$ cat src/rtl/paging_unit.sv
// paging_unit
//   Z80 memory paging for the Spectrum core: 48K, 128K/+2 and +2A/+3 models,
//   extended RAM pages from 7FFD d[7:6], and a DivMMC overlay with automapper.
//
// Ports
//   clock, reset      : system clock, asynchronous active-high reset
//   ce                : CPU clock enable qualifying every state update
//   model[1:0]        : 0 = 48K, 1 = 128K/+2, 2/3 = +2A/+3
//   mapper            : DivMMC automapper enable
//   rfsh..m1          : Z80 strobes, active-low
//   a[15:0], d[7:0]   : CPU address / data out
//   va[12:0]          : video fetch address
//   cn                : access at a hits contended RAM
//   vmmA1 / vmmA2     : video read / video write addresses
//   vmmWr             : CPU write lands in the first 8K of page 5 or 7
//   memRf/memRd/memWr : SRAM strobes, active-high
//   memA[OW+1:0]      : {region, offset}; 00 ROM, 01 RAM, 10 DivMMC RAM
//   automapped        : DivMMC overlay currently active
module paging_unit #(
  parameter int RAM_PAGE_BITS = 3,
  parameter int DIV_PAGE_BITS = 4,
  parameter int OW = ((RAM_PAGE_BITS + 14) > (DIV_PAGE_BITS + 13))
                   ? (((RAM_PAGE_BITS + 14) > 17) ? (RAM_PAGE_BITS + 14) : 17)
                   : (((DIV_PAGE_BITS + 13) > 17) ? (DIV_PAGE_BITS + 13) : 17)
) (
  input  logic          clock,
  input  logic          reset,
  input  logic          ce,
  input  logic [1:0]    model,
  input  logic          mapper,
  input  logic          rfsh,
  input  logic          mreq,
  input  logic          iorq,
  input  logic          rd,
  input  logic          wr,
  input  logic          m1,
  input  logic [15:0]   a,
  input  logic [7:0]    d,
  input  logic [12:0]   va,
  output logic          cn,
  output logic [13:0]   vmmA1,
  output logic [13:0]   vmmA2,
  output logic          vmmWr,
  output logic          memRf,
  output logic          memRd,
  output logic          memWr,
  output logic [OW+1:0] memA,
  output logic          automapped
);

  localparam int RPB = RAM_PAGE_BITS;
  localparam int DPB = DIV_PAGE_BITS;

  localparam logic [1:0] REG_ROM = 2'b00;
  localparam logic [1:0] REG_RAM = 2'b01;
  localparam logic [1:0] REG_DIV = 2'b10;

  typedef enum logic [1:0] {TGT_7FFD, TGT_1FFD, TGT_E3} tgt_e;
  typedef enum logic [1:0] {AM_OFF, AM_ARM_ON, AM_ON, AM_ARM_OFF} am_e;

  // +2A/+3 all-RAM configurations, indexed by 1FFD[2:1] and the 16K slot.
  function automatic logic [2:0] spec_page(input logic [1:0] mode,
                                           input logic [1:0] slot);
    logic [2:0] pg;
    case (mode)
      2'd0:    pg = {1'b0, slot};
      2'd1:    pg = {1'b1, slot};
      2'd2:    pg = (slot == 2'd3) ? 3'd3 : {1'b1, slot};
      default: case (slot)
                 2'd0:    pg = 3'd4;
                 2'd1:    pg = 3'd7;
                 2'd2:    pg = 3'd6;
                 default: pg = 3'd3;
               endcase
    endcase
    return pg;
  endfunction

  logic [7:0]     p7ffd_q, p7ffd_d;
  logic [2:0]     p1ffd_q, p1ffd_d;
  logic           lock_q, lock_d;
  logic           conmem_q, conmem_d;
  logic           mapram_q, mapram_d;
  logic [DPB-1:0] bank_q, bank_d;
  logic           pend_vld_q, pend_vld_d;
  tgt_e           pend_tgt_q, pend_tgt_d;
  logic [7:0]     pend_dat_q, pend_dat_d;
  logic           iowr_q, iowr_d;
  logic           fetch_q, fetch_d;
  am_e            am_q, am_d;

  logic io_wr, is_7ffd, is_1ffd, is_e3;
  logic fetch, fetch_first, am_entry, am_3d, am_exit;

  assign io_wr   = !iorq && !wr;
  assign is_7ffd = (model == 2'd1) ? (!a[15] && !a[1])
                                   : (model[1] && (a[15:14] == 2'b01) && !a[1]);
  assign is_1ffd = model[1] && (a[15:12] == 4'b0001) && !a[1];
  assign is_e3   = (a[7:0] == 8'hE3);

  assign fetch       = !mreq && !m1;
  assign fetch_first = fetch && !fetch_q;
  assign am_entry    = (a == 16'h0000) || (a == 16'h0008) || (a == 16'h0038) ||
                       (a == 16'h0066) || (a == 16'h04C6) || (a == 16'h0562);
  assign am_3d       = (a[15:8] == 8'h3D);
  assign am_exit     = (a[15:3] == 13'h03FF);

  // Port capture / commit and the automapper share one next-state process.
  always_comb begin
    p7ffd_d    = p7ffd_q;
    p1ffd_d    = p1ffd_q;
    lock_d     = lock_q;
    conmem_d   = conmem_q;
    mapram_d   = mapram_q;
    bank_d     = bank_q;
    pend_vld_d = pend_vld_q;
    pend_tgt_d = pend_tgt_q;
    pend_dat_d = pend_dat_q;
    iowr_d     = iowr_q;
    fetch_d    = fetch_q;
    am_d       = am_q;
    if (ce) begin
      iowr_d     = io_wr;
      fetch_d    = fetch;
      pend_vld_d = 1'b0;
      // Commit happens before a same-cycle capture so back-to-back writes
      // land in order, one cycle apart.
      if (pend_vld_q) begin
        case (pend_tgt_q)
          TGT_7FFD: if (!lock_q) begin
                      p7ffd_d = pend_dat_q;
                      lock_d  = pend_dat_q[5];
                    end
          TGT_1FFD: if (!lock_q) p1ffd_d = pend_dat_q[2:0];
          default:  begin
                      conmem_d = pend_dat_q[7];
                      bank_d   = pend_dat_q[DPB-1:0];
                      mapram_d = mapram_q | pend_dat_q[6];
                    end
        endcase
      end
      // Edge detect on the strobe: a held wr yields a single capture.
      if (io_wr && !iowr_q && (is_7ffd || is_1ffd || is_e3)) begin
        pend_vld_d = 1'b1;
        pend_dat_d = d;
        if (is_e3)        pend_tgt_d = TGT_E3;
        else if (is_1ffd) pend_tgt_d = TGT_1FFD;
        else              pend_tgt_d = TGT_7FFD;
      end
      if (fetch_first) begin
        if (am_3d)                          am_d = AM_ON;
        else if (am_entry)                  am_d = AM_ARM_ON;
        else if (am_exit && am_q == AM_ON)  am_d = AM_ARM_OFF;
      end else if (m1) begin
        if (am_q == AM_ARM_ON)       am_d = AM_ON;
        else if (am_q == AM_ARM_OFF) am_d = AM_OFF;
      end
    end
  end

  always_ff @(posedge clock or posedge reset) begin
    if (reset) begin
      p7ffd_q    <= '0;
      p1ffd_q    <= '0;
      lock_q     <= 1'b0;
      conmem_q   <= 1'b0;
      mapram_q   <= 1'b0;
      bank_q     <= '0;
      pend_vld_q <= 1'b0;
      pend_tgt_q <= TGT_7FFD;
      pend_dat_q <= '0;
      iowr_q     <= 1'b0;
      fetch_q    <= 1'b0;
      am_q       <= AM_OFF;
    end else begin
      p7ffd_q    <= p7ffd_d;
      p1ffd_q    <= p1ffd_d;
      lock_q     <= lock_d;
      conmem_q   <= conmem_d;
      mapram_q   <= mapram_d;
      bank_q     <= bank_d;
      pend_vld_q <= pend_vld_d;
      pend_tgt_q <= pend_tgt_d;
      pend_dat_q <= pend_dat_d;
      iowr_q     <= iowr_d;
      fetch_q    <= fetch_d;
      am_q       <= am_d;
    end
  end

  logic           special, ovl, ram_sel, wr_ok, page_low8, contended, shadow;
  logic [RPB-1:0] page, page_c000;
  logic [2:0]     rom_slot;
  logic [1:0]     region;
  logic [OW-1:0]  off;
  logic [6:0]     lo7;

  assign special   = model[1] && p1ffd_q[0];
  // The 3Dxx trap maps in on the very fetch that triggers it.
  assign ovl       = conmem_q ||
                     (mapper && (am_q == AM_ON || am_q == AM_ARM_OFF || (fetch && am_3d)));
  assign page_c000 = (model == 2'd0) ? '0 : RPB'({p7ffd_q[7:6], p7ffd_q[2:0]});
  assign rom_slot  = (model == 2'd0) ? 3'd0 :
                     (model == 2'd1) ? {2'b01, p7ffd_q[4]} :
                                       {1'b0, p1ffd_q[2], p7ffd_q[4]};

  always_comb begin
    region  = REG_ROM;
    off     = '0;
    page    = '0;
    ram_sel = 1'b0;
    if (special) begin
      ram_sel = 1'b1;
      page    = RPB'(spec_page(p1ffd_q[2:1], a[15:14]));
    end else begin
      case (a[15:14])
        2'd1:    begin ram_sel = 1'b1; page = RPB'(5); end
        2'd2:    begin ram_sel = 1'b1; page = RPB'(2); end
        2'd3:    begin ram_sel = 1'b1; page = page_c000; end
        default: ram_sel = 1'b0;
      endcase
    end
    if (ram_sel) begin
      region = REG_RAM;
      off    = OW'({page, a[13:0]});
    end else begin
      off    = OW'({rom_slot, a[13:0]});
    end
    if (ovl && a[15:14] == 2'b00) begin
      ram_sel = 1'b0;
      if (a[13]) begin
        region = REG_DIV;
        off    = OW'({bank_q, a[12:0]});
      end else if (mapram_q) begin
        region = REG_DIV;
        off    = OW'({DPB'(3), a[12:0]});
      end else begin
        region = REG_ROM;
        off    = OW'({3'd4, 1'b0, a[12:0]});
      end
    end
  end

  // Overlay 0000-1FFF is never writable, and with mapram bank 3 stands in
  // for the esx ROM so it is read-only at 2000 as well.
  assign wr_ok = (region == REG_RAM) ||
                 ((region == REG_DIV) && a[13] && !(mapram_q && bank_q == DPB'(3)));

  assign memA  = {region, off};
  assign memRd = !mreq && !rd;
  assign memWr = !mreq && !wr && wr_ok;
  assign memRf = !mreq && !rfsh;

  assign page_low8 = ((page >> 3) == '0);
  assign contended = model[1] ? (page_low8 && page[2]) : (page_low8 && page[0]);
  assign cn        = ram_sel && contended;

  assign shadow     = (model != 2'd0) && p7ffd_q[3];
  // During refresh the address bus leaks into the video low bits (snow).
  assign lo7        = (!rfsh && a[15:14] == 2'b01) ? a[6:0] : va[6:0];
  assign vmmA1      = {shadow, va[12:7], lo7};
  assign vmmA2      = {ram_sel && (page == RPB'(7)), a[12:0]};
  assign vmmWr      = memWr && ram_sel && !a[13] && (page == RPB'(5) || page == RPB'(7));
  assign automapped = ovl;

endmodule

$ cat config.mk
export PLATFORM = sky130hd
export DESIGN_NAME = paging_unit
export DESIGN_NICKNAME = d
export VERILOG_FILES = /design/src/rtl/paging_unit.sv
export SDC_FILE = /design/constraint.sdc
export NUM_CORES = 1
export LEC_CHECK = 0
export ABC_CLOCK_PERIOD_IN_PS = 3950
export CAP_MARGIN = 20
export CORE_ASPECT_RATIO = 0.8
export CORE_MARGIN = 4
export CORE_UTILIZATION = 36
export DETAILED_ROUTE_END_ITERATION = 7
export PLACE_DENSITY = 0.8
export SYNTH_ARGS = -nofsm -noshare
export SYNTH_HDL_FRONTEND = slang
export SYNTH_SLANG_ARGS = --single-unit
export TNS_END_PERCENT = 20
$ cat constraint.sdc
create_clock -name clock -period 3.95 [get_ports clock]
set_input_delay 0.395 -clock clock [delete_from_list [all_inputs] [get_ports clock]]
set_output_delay 0.395 -clock clock [all_outputs]
set_load 0.01 [all_outputs]
==> results of run 1 <==
[power by group through the flow]
| stage | Sequential, µW | Clock, µW | Combinational, µW |
|---|---|---|---|
| 2_1_floorplan | 369 | 0 | 163 |
| 3_3_place_gp | 378 | 0 | 253 |
| 3_5_place_dp | 381 | 0 | 258 |
| 4_1_cts | 376 | 257 | 259 |
| 5_1_grt | 381 | 271 | 281 |
| 6_report | 376 | 249 | 261 |
[registers in the layout (all words and copies together) (netlist names), 2 cells and up]
| name | cells |
|---|---|
| am_q | 2 |
| bank_q | 4 |
| p1ffd_q | 3 |
| p7ffd_q | 5 |
| pend_dat_q | 8 |
| pend_tgt_q | 2 |
[path summary, 6_finish.rpt]
check                                           from                endpoint  slack, ps  depth (start not counted)
max                                            a[14]                memA[13]        690                          6
min                                            reset  p1ffd_q[0]$_DFFE_PP0P_        500                          2
max reg2reg                pend_tgt_q[1]$_DFFE_PP0P_  p7ffd_q[0]$_DFFE_PP0P_       2390                          2
min reg2reg                pend_dat_q[5]$_DFFE_PP0P_      lock_q$_DFFE_PP0P_        500                          1
max in group asynchronous                      reset     am_q[1]$_DFFE_PP0P_       2940                          3
min in group clock         pend_dat_q[5]$_DFFE_PP0P_      lock_q$_DFFE_PP0P_        500                          1
[worst reg2reg max path, stage by stage (launching register included)]
cell and delay, ps:
dfrtp_1 440, nor4_2 600, mux2_2 410
[metal layers]
| layer | wire length [µm] | vias to the layer above | share of wire (%) |
|---|---|---|---|
| li1 | - | 934 | - |
| met1 | 2590 | 935 | 43 |
| met2 | 2800 | 90 | 46 |
| met3 | 540 | 12 | 8.9 |
| met4 | 104 | 0 | 1.7 |
| met5 | 0 | - | 0 |
[logic make-up (layout without fill, tap and decap cells)]
family / after synthesis / in the layout / synth area share, %
flip-flops: 30 / 30 / 32.5
AND/OR/NAND/NOR: 73 / 73 / 20.9
multiplexers: 32 / 32 / 17.0
AO/OA/AOI/OAI: 48 / 48 / 14.9
buffers and inverters: 47 / 102 / 14.7
[cells in the final DEF, fill, tap and decap left out, types with 3 or more instances in the layout]
master / count
nor4bb_1: 3
nand2_1: 13
mux2_2: 21
a21oi_1: 6
dfrtp_1: 30
nor2b_1: 7
nor3_1: 7
o21ai_1: 5
inv_1: 3
clkbuf_8: 6
clkdlybuf4s50_1: 89
nor2_1: 11
o211ai_1: 6
mux2_4: 9
a31oi_1: 6
o21ai_0: 5
nand3_1: 5
[through the flow]
step / util (%) / power (µW) / hold WS, ps
detailed placement: 49.1 / 640 / 492
global placement: 49.1 / 632 / 470
CTS: 50.6 / 892 / 507
floorplan: - / 532 / 450
global route: 51.0 / 933 / 537
finish: 51.0 / 885 / 501
[cell type report]
type                    instances  area, µm²
inverters                       4       15.0
flip-flops and latches         30        751
clock inverters                 1       5.00
well taps                      81        101
fillers                       579       2970
clock buffers                   7       86.3
multi-input cells             153       1220
repair buffers                 90        918
==> reports/results.tsv, run 1 <==
stage	metric	value	unit
run_status	status	finished clean	
logic_synthesis	synth_area_leaders	dfrtp_1 33%, buf_4 12%, mux2_2 10%, mux2_4 5.9%, nand2_1 2.1%	
sta	finalMaxSlewViolations	0	
worst_setup_path	worstPathCellList	clkdlybuf4s50_1 > or2_1 > nor4_4 > or2_1 > a32o_1 > clkdlybuf4s50_1	
clock_tree	cts_num_sinks	30	
global_routing	grt_max_degree	31	
worst_setup_path	startpoint_type	input port	
routing	drcViolationCount	0	
logic_synthesis	synthArstFlopShare	100	%
logic_synthesis	yosysWarnings	0	
global_routing	grt_pass1_vias	1881	
sta	max_freq	306	MHz
routing	via_per_inst	5.39	
logic_synthesis	synthCells	230	
placed_design	post_dp_cell_area	2980	µm²
routing	drtAntennaViolNets	0	
logic_synthesis	ys_seq_area_share	32.5	%
global_routing	antenna_found_initial	0	
sta	slew_headroom	50.1	%
global_routing	grt_use_met1	20.6	%
cells_and_area	post-route-cell-area	3100	µm²
pwr	pwr-share-comb	29.4	%
pwr	p_per_area	286	nW/µm²
clock_tree	cts_tree	built	
worst_setup_path	worstSetupPathType	in2out	
clock_tree	cts_root_buf	clkbuf_8	
clock_tree	clk_pin_slew	60	ps
logic_synthesis	synth_top_area_share	32.5	%
global_routing	grt_busiest_layer	met2	
logic_synthesis	ys_types	55	
worst_setup_path	cp_max_fo	11	
global_routing	use_met3	3.32	%
logic_synthesis	synth.most_common_cell	buf_4	
sta	hold_viol	0	
routing	firstDrtPassIters	4	
logic_synthesis	yosys-top-cells-count	37 x buf_4, 30 x dfrtp_1, 21 x mux2_2	
sta	rsz0062_at_grt	no	
pwr	ir_drop	249	µV
clock_tree	cts_buffers	5	
sta	min_period	3260	ps
global_routing	grt_pass1_wl	9.51	mm
pwr	leakage	0.00127	µW
clock_tree	worstSkewPairLatency	280	ps
clock_tree	clk_path_buf_depth	2	
placed_design	hpwl	4.90	mm
routing	wl_per_cell	16.5	µm
die	die_y	79.6	µm
worst_setup_path	critPathArrivalTime	2870	ps
logic_synthesis	postSynthAreaPerCell	10.0	µm²
cells_and_area	layout-drive-gt1-share	16.8	%
global_routing	grt.overflow.total	0	
logic_synthesis	synth_edf_count	0	
routing	initialDrtViolationCount	70	
worst_setup_path	required	3560	ps
worst_setup_path	slowest_stage	clkdlybuf4s50_1	
placed_design	place_worst_setup_slack	701	ps
logic_synthesis	synth_ff_type	dfrtp_1	
worst_setup_path	end_kind	output port	
sta	finalSetupTns	0	ps
sta	worst_pin_slew	749	ps
logic_synthesis	syn_nets	279	
clock_tree	holdBufCountCts	0	
placed_design	gp_congestion	0.921	
clock_tree	post-cts-setup-buffer-count	0	
logic_synthesis	synth-seq-cells	30	
die	die_w	97.5	µm
job	timing.max_cap.violations	0	
routing	num_vias	1971	
worst_hold_path	hold_path_class	in2async	
worst_setup_path	critPathBufInv	2	
die	die_area	7770	µm²
placed_design	portBuffers	89	
sta	fin_crit_sh	82.6	%
logic_synthesis	post_synth_instance_area	2310	µm²
sta	setup_viol	0	
cells_and_area	area_delta_synth_final	34.1	%
die	initial_core_util	38.0	%
pwr	power.internal	635	µW
worst_setup_path	max_stage_delay	620	ps
clock_tree	htree_num_levels	2	
global_routing	grt_util_met2	23.1	%
placed_design	place_inst	357	
pwr	clkPwrFrac	28.1	%
clock_tree	post_cts_resized	0	
cells_and_area	final_net_count	333	
pwr	p_sw	250	µW
pwr	pwr-share-seq	42.5	%
routing	wl	6.04	mm
pwr	switching_share	28.3	%
global_routing	grt_usage	15.1	%
logic_synthesis	synth_top_cell_by_area	dfrtp_1	
die	row_count	25	
sta	finalWorstSetupSlack	687	ps
die	core	6070	µm²
cells_and_area	fin_cells	366	
cells_and_area	num_antenna_cells	0	
die	io_pins	102	
sta	skew	3.25	ps
worst_setup_path	cp_top_family	buffers and inverters	
Power figures use the tool's default switching activity.
==> inputs of run 2 (changes only) <==
Settings changed: ABC_CLOCK_PERIOD_IN_PS 3950 to 2700, PLACE_DENSITY 0.8 to 0.83.
Clock period 3.95 ns to 2.7 ns, I/O delays scaled along.
==> run 2 against run 1 <==
  * Design area grew 4.4%
  * Critical endpoint is now cn
  * Critical path type unchanged
  * First-iteration DRC count is 40% higher
  * Via count rose by 3.2%
  * Largest cell class unchanged
  * Highest routed layer unchanged
==> reports/results.tsv, run 2 (synthesis gave the netlist of run 1 again) <==
stage	metric	value	unit	change
routing	via_per_inst	5.27		was 5.39
sta	rsz0062_at_grt	no		unchanged
global_routing	grt_pass1_vias	2020		was 1881
sta	min_period	2620	ps	
worst_setup_path	r2r-start	pend_tgt_q[0]$_DFFE_PP0P_		was pend_tgt_q[1]$_DFFE_PP0P_
clock_tree	worstSkewPairLatency	270	ps	was 280 ps
worst_setup_path	worstSetupPathType	in2out		unchanged
cells_and_area	fill_cells	552		was 579
clock_tree	cts_num_sinks	30		unchanged
worst_setup_path	cp_max_fo	10		was 11
placed_design	place_worst_setup_slack	70.2	ps	was 701 ps
clock_tree	cts_root_buf	clkbuf_8		unchanged
cells_and_area	largest_reg_flops	8		unchanged
worst_setup_path	critPathBufInv	3		was 2
routing	firstDrtPassIters	5		was 4
die	die_y	79.6	µm	unchanged
die	initial_core_util	38.0	%	unchanged
cells_and_area	regMostFlops	pend_dat_q		unchanged
placed_design	gp_congestion	0.912		was 0.921
die	die_w	97.5	µm	unchanged
cells_and_area	final_net_count	353		was 333
clock_tree	htree_num_levels	2		unchanged
clock_tree	clk_path_buf_depth	2		unchanged
die	row_count	25		unchanged
cells_and_area	final_cell_mix	87 x clkdlybuf4s50_1, 30 x dfrtp_1, 21 x mux2_2, 21 x buf_4, 13 x nand2_1		was 89 x clkdlybuf4s50_1, 30 x dfrtp_1, 21 x mux2_2, 13 x nand2_1, 11 x nor2_1
worst_setup_path	slowest_stage	clkdlybuf4s50_1		unchanged
sta	worst_pin_slew	625	ps	was 749 ps
job	timing.max_cap.violations	0		unchanged
pwr	ir_drop	291	µV	was 249 µV
die	io_pins	102		unchanged
sta	fin_crit_sh	97.2	%	
global_routing	grt_pass1_wl	10.3	mm	was 9.51 mm
routing	wl_per_cell	16.2	µm	was 16.5 µm
die	core	6070	µm²	unchanged
cells_and_area	top_regs	pend_dat_q: 8 flops, p7ffd_q: 5 flops, bank_q: 4 flops		unchanged
die	die_area	7770	µm²	unchanged
pwr	p_per_area	405	nW/µm²	was 286 nW/µm²
routing	num_vias	2035		was 1971
routing	drcViolationCount	0		unchanged
worst_setup_path	rrSetupSlack	1130	ps	was 2390 ps
clock_tree	cts_buffers	5		unchanged
worst_setup_path	required	2430	ps	was 3560 ps
global_routing	antenna_found_initial	0		unchanged
worst_setup_path	startpoint_type	input port		unchanged
sta	finalSetupTns	0	ps	unchanged
sta	holdWs	364	ps	was 501 ps
run_status	status	finished clean		unchanged
routing	initialDrtViolationCount	98		was 70
routing	drtAntennaViolNets	0		unchanged
worst_setup_path	max_stage_delay	500	ps	was 620 ps
clock_tree	clk_pin_slew	60	ps	about the same
pwr	power	1310	µW	was 885 µW
worst_setup_path	critPathArrivalTime	2350	ps	was 2870 ps
cells_and_area	final_common_cell	clkdlybuf4s50_1		unchanged
global_routing	grt_usage	16.2	%	was 15.1%
worst_hold_path	hold_path_class	in2async		unchanged
worst_setup_path	end_kind	output port		unchanged
sta	finalWorstSetupSlack	75.2	ps	was 687 ps
clock_tree	post-cts-setup-buffer-count	0		unchanged
worst_setup_path	r2r_end	p7ffd_q[1]$_DFFE_PP0P_		was p7ffd_q[0]$_DFFE_PP0P_
sta	max_freq	381	MHz	
cells_and_area	area_delta_synth_final	40.1	%	was 34.1%
worst_setup_path	worstPathCellList	clkdlybuf4s50_1 > buf_4 > nor4b_2 > a31oi_1 > a31oi_1 > o22ai_1 > clkdlybuf4s50_1		was clkdlybuf4s50_1 > or2_1 > nor4_4 > or2_1 > a32o_1 > clkdlybuf4s50_1
cells_and_area	layout-drive-gt1-share	22.6	%	was 16.8%
global_routing	grt_max_degree	31		unchanged
sta	setup_viol	0		unchanged
placed_design	portBuffers	89		unchanged
worst_setup_path	worst_r2r_path_depth	2		unchanged
cells_and_area	num_antenna_cells	0		unchanged
global_routing	grt.overflow.total	0		unchanged
pwr	leakage	0.00138	µW	was 0.00127 µW
sta	slew_headroom	58.0	%	was 50.1%
sta	hold_viol	0		unchanged
routing	wl	6.25	mm	was 6.04 mm
worst_setup_path	cp_top_family	buffers and inverters		unchanged
sta	skew	2.40	ps	was 3.25 ps
placed_design	hpwl	5.05	mm	was 4.90 mm
clock_tree	cts_tree	built		unchanged
sta	finalMaxSlewViolations	0		unchanged
clock_tree	holdBufCountCts	0		unchanged
-- run 2: changes by cell type in the layout (fill, tap and decap cells not counted), sizes merged --
cell           before  now
buf                 1   21
clkdlybuf4s50      89   87
dlymetal6s2s        0    2
-- run 2: stage by stage --
step | cell area [µm²] | utilization (%) | cells
3_3_place_gp | 3130 | 51.6 | 378
2_1_floorplan | 2310 | - | 230
3_5_place_dp | 3130 | 51.6 | 378
4_1_cts | 3230 | 53.2 | 386
5_1_grt | 3230 | 53.3 | 386
6_report | 3230 | 53.3 | 386
-- run 2: worst max path at each step --
stage                       from  endpoint  slack [ps]  depth (start not counted)
after floorplan            a[14]  memA[17]         990                          7
final                      a[14]        cn          80                          7
after CTS                 mapper  memA[15]          70                          7
after global routing       a[14]        cn          20                          7
after global placement    mapper  memA[13]         140                          6
after detailed placement  mapper  memA[15]          70                          7
-- run 2: layout make-up --
type	instances	area, µm²	share of cell area, %
clock buffer	7	86.3	2.67
timing repair buffer	110	1050	32.6
multi-input combinational	153	1220	37.8
clock inverter	1	5.00	0.155
sequential	30	751	23.2
tap	81	101	3.13
inverter	4	15.0	0.464
-- run 2: report_power, final --
group / switching, µW / internal, µW
combinational: 165 / 239
clock: 149 / 205
sequential: 49.3 / 503
-- run 2: routing by layer --
metal	vias to the layer above	track usage, %	wire [µm]
met5	-	0	0
met4	0	3.46	53
met3	9	3.41	461
met2	92	25.9	2990
met1	962	22.6	2740
li1	972	-	-
-- run 2: repair_timing --
item                                    4_1_cts  5_1_grt
endpoints found under the hold margin         0        0
gates resized for setup                       0        3
endpoints found under the setup margin        0        4
-- run 2: worst register-to-register path, delay by kind of cell, from the launching register on --
kind          cells  cell delay (ps)
simple gates      1              620
flops             1              430
mux               1              410
==> inputs of run 3 (changes only) <==
Settings changed: ABC_CLOCK_PERIOD_IN_PS 2700 to 2300, PLACE_DENSITY 0.83 to 0.71, SKIP_CTS_REPAIR_TIMING set to 1.
Clock period 2.7 ns to 2.3 ns, I/O delays scaled along.
==> run 3 against run 2 <==
  * The flow now finishes with violations (setup timing)
  * Power grew 19%
  * Worst hold slack lost 46 ps
  * First-iteration DRC count is the same
  * Design area grew 5.8%
  * Count of clock-buffer cells in the layout shrank 1
  * Die area is the same
  * Critical endpoint unchanged
  * Largest cell class is now non-clock buffers
  * Largest power group unchanged
==> reports/results.tsv, run 3 (synthesis gave the netlist of run 1 again) <==
stage	metric	value	unit	change
worst_setup_path	required	2070	ps	was 2430 ps
clock_tree	htree_num_levels	2		unchanged
clock_tree	clk_pin_slew	60	ps	about the same
global_routing	grt_max_degree	31		unchanged
worst_setup_path	startpoint_type	input port		unchanged
sta	skew	1.43	ps	was 2.40 ps
global_routing	grt_pass1_wl	10.5	mm	was 10.3 mm
sta	slew_headroom	71.3	%	was 58.0%
clock_tree	cts_buffers	5		unchanged
die	die_y	79.6	µm	unchanged
clock_tree	cts_num_sinks	30		unchanged
worst_hold_path	hold_path_class	in2async		unchanged
sta	worst_pin_slew	427	ps	was 625 ps
routing	wl	6.75	mm	was 6.25 mm
sta	setup_viol	1		was 0
cells_and_area	fin_cells	403		was 386
routing	initialDrtViolationCount	98		unchanged
pwr	ir_drop	422	µV	was 291 µV
global_routing	grt_usage	16.7	%	was 16.2%
routing	firstDrtPassIters	4		was 5
sta	finalMaxSlewViolations	0		unchanged
cells_and_area	final_cell_mix	72 x clkdlybuf4s50_1, 38 x buf_4, 29 x dfrtp_1, 21 x mux2_2, 17 x dlymetal6s2s_1		was 87 x clkdlybuf4s50_1, 30 x dfrtp_1, 21 x mux2_2, 21 x buf_4, 13 x nand2_1
global_routing	antenna_found_initial	1		was 0
sta	finalWorstSetupSlack	-75.9	ps	was 75.2 ps
routing	via_per_inst	5.35		was 5.27
worst_setup_path	end_kind	output port		unchanged
pwr	leakage	0.00164	µW	was 0.00138 µW
die	row_count	25		unchanged
cells_and_area	regMostFlops	pend_dat_q		unchanged
pwr	p_per_area	457	nW/µm²	was 405 nW/µm²
worst_setup_path	max_stage_delay	490	ps	was 500 ps
placed_design	portBuffers	89		unchanged
cells_and_area	final_common_cell	clkdlybuf4s50_1		unchanged
cells_and_area	fill_cells	553		was 552
die	die_w	97.5	µm	unchanged
die	die_area	7770	µm²	unchanged
worst_setup_path	worst_r2r_path_depth	4		was 2
worst_setup_path	worstPathCellList	clkdlybuf4s50_1 > buf_4 > nor4b_2 > a31oi_1 > a31oi_1 > o22ai_1 > clkdlybuf4s50_1		unchanged
placed_design	place_worst_setup_slack	-200	ps	was 70.2 ps
worst_setup_path	worstSetupPathType	in2out		unchanged
cells_and_area	largest_reg_flops	8		unchanged
placed_design	hpwl	5.48	mm	was 5.05 mm
worst_setup_path	cp_max_fo	10		unchanged
job	timing.max_cap.violations	0		unchanged
clock_tree	cts_tree	built		unchanged
die	io_pins	102		unchanged
cells_and_area	final_net_count	371		was 353
cells_and_area	layout-drive-gt1-share	27.7	%	was 22.6%
cells_and_area	area_delta_synth_final	48.1	%	was 40.1%
placed_design	gp_congestion	0.937		was 0.912
clock_tree	cts_root_buf	clkbuf_8		unchanged
routing	num_vias	2156		was 2035
placed_design	place_inst	396		was 378
run_status	violations	setup timing		
routing	drcViolationCount	0		unchanged
die	core	6070	µm²	unchanged
routing	wl_per_cell	16.8	µm	was 16.2 µm
sta	rsz0062_at_grt	yes		was no
die	initial_core_util	38.0	%	unchanged
routing	drtAntennaViolNets	0		unchanged
sta	max_freq	421	MHz	
cells_and_area	top_regs	pend_dat_q: 8 flops, p7ffd_q: 5 flops, bank_q: 4 flops		unchanged
worst_setup_path	slowest_stage	clkdlybuf4s50_1		unchanged
sta	fin_crit_sh	103	%	
global_routing	grt.overflow.total	0		unchanged
clock_tree	clk_path_buf_depth	2		unchanged
sta	hold_viol	0		unchanged
sta	min_period	2380	ps	
global_routing	grt_pass1_vias	2007		was 2020
clock_tree	worstSkewPairLatency	280	ps	was 270 ps
worst_setup_path	critPathArrivalTime	2150	ps	was 2350 ps
run_status	status	complete, but fails checks		was finished clean
-- run 3: cell count changes in the layout (fill, tap and decap cells not counted), sizes merged --
| cell | delta |
|---|---|
| buf | +18 |
| clkbuf | -1 |
| clkdlybuf4s50 | -15 |
| clkinv | -1 |
| diode | +1 |
| dlymetal6s2s | +15 |
-- run 3: metal layers --
metal,wire (µm),vias to the layer above,GRT usage (%)
li1,-,1006,-
met1,2950,1050,23.3
met2,3210,88,25.7
met3,516,12,3.67
met4,78,0,5.67
met5,0,-,0
-- run 3: worst paths after layout --
kind / from / end / slack (ps)
max: a[14] / cn / -80
min: reset / pend_dat_q[0]$_DFFE_PP0P_ / 320
max reg2reg: am_q[0]$_DFFE_PP0P_ / am_q[1]$_DFFE_PP0P_ / 690
min reg2reg: pend_dat_q[5]$_DFFE_PP0P_ / lock_q$_DFFE_PP0P_ / 490
max in group asynchronous: reset / p1ffd_q[0]$_DFFE_PP0P_ / 1690
min in group clock: va[12] / vmmA1[12] / 460
-- run 3: area by class of cell --
cell class	count	area (µm²)	share of cell area, %
inverters	4	15.0	0.439
diodes	1	2.50	0.0732
clock buffers	6	82.6	2.41
flip-flops and latches	30	752	22.0
well taps	81	101	2.96
multi-input cells	153	1230	35.9
repair buffers	128	1240	36.2
-- run 3: metrics by stage --
| step | utilization, % | TNS [ps] | cell area, µm² | hold WS (ps) | total power (µW) |
|---|---|---|---|---|---|
| after detailed placement | 54.1 | -2210 | 3280 | 460 | 1160 |
| after global routing | 56.4 | -269 | 3420 | 360 | 1640 |
| after floorplan | - | 0 | 2310 | 316 | 913 |
| final | 56.4 | -75.9 | 3420 | 318 | 1560 |
| after global placement | 54.1 | -1920 | 3280 | 460 | 1140 |
| after CTS | 55.4 | -2470 | 3360 | 326 | 1570 |
-- run 3: critical path, delay by kind of cell --
kind                   cells  cell delay (ps)
buffers and inverters      3             1110
AO/OA/AOI/OAI              3              470
AND/OR/NAND/NOR            1              330
-- run 3: where the power goes --
group / total, µW / switching [µW] / internal [µW]
clock: 411 / 181 / 230
combinational: 501 / 203 / 298
sequential: 649 / 58.5 / 591
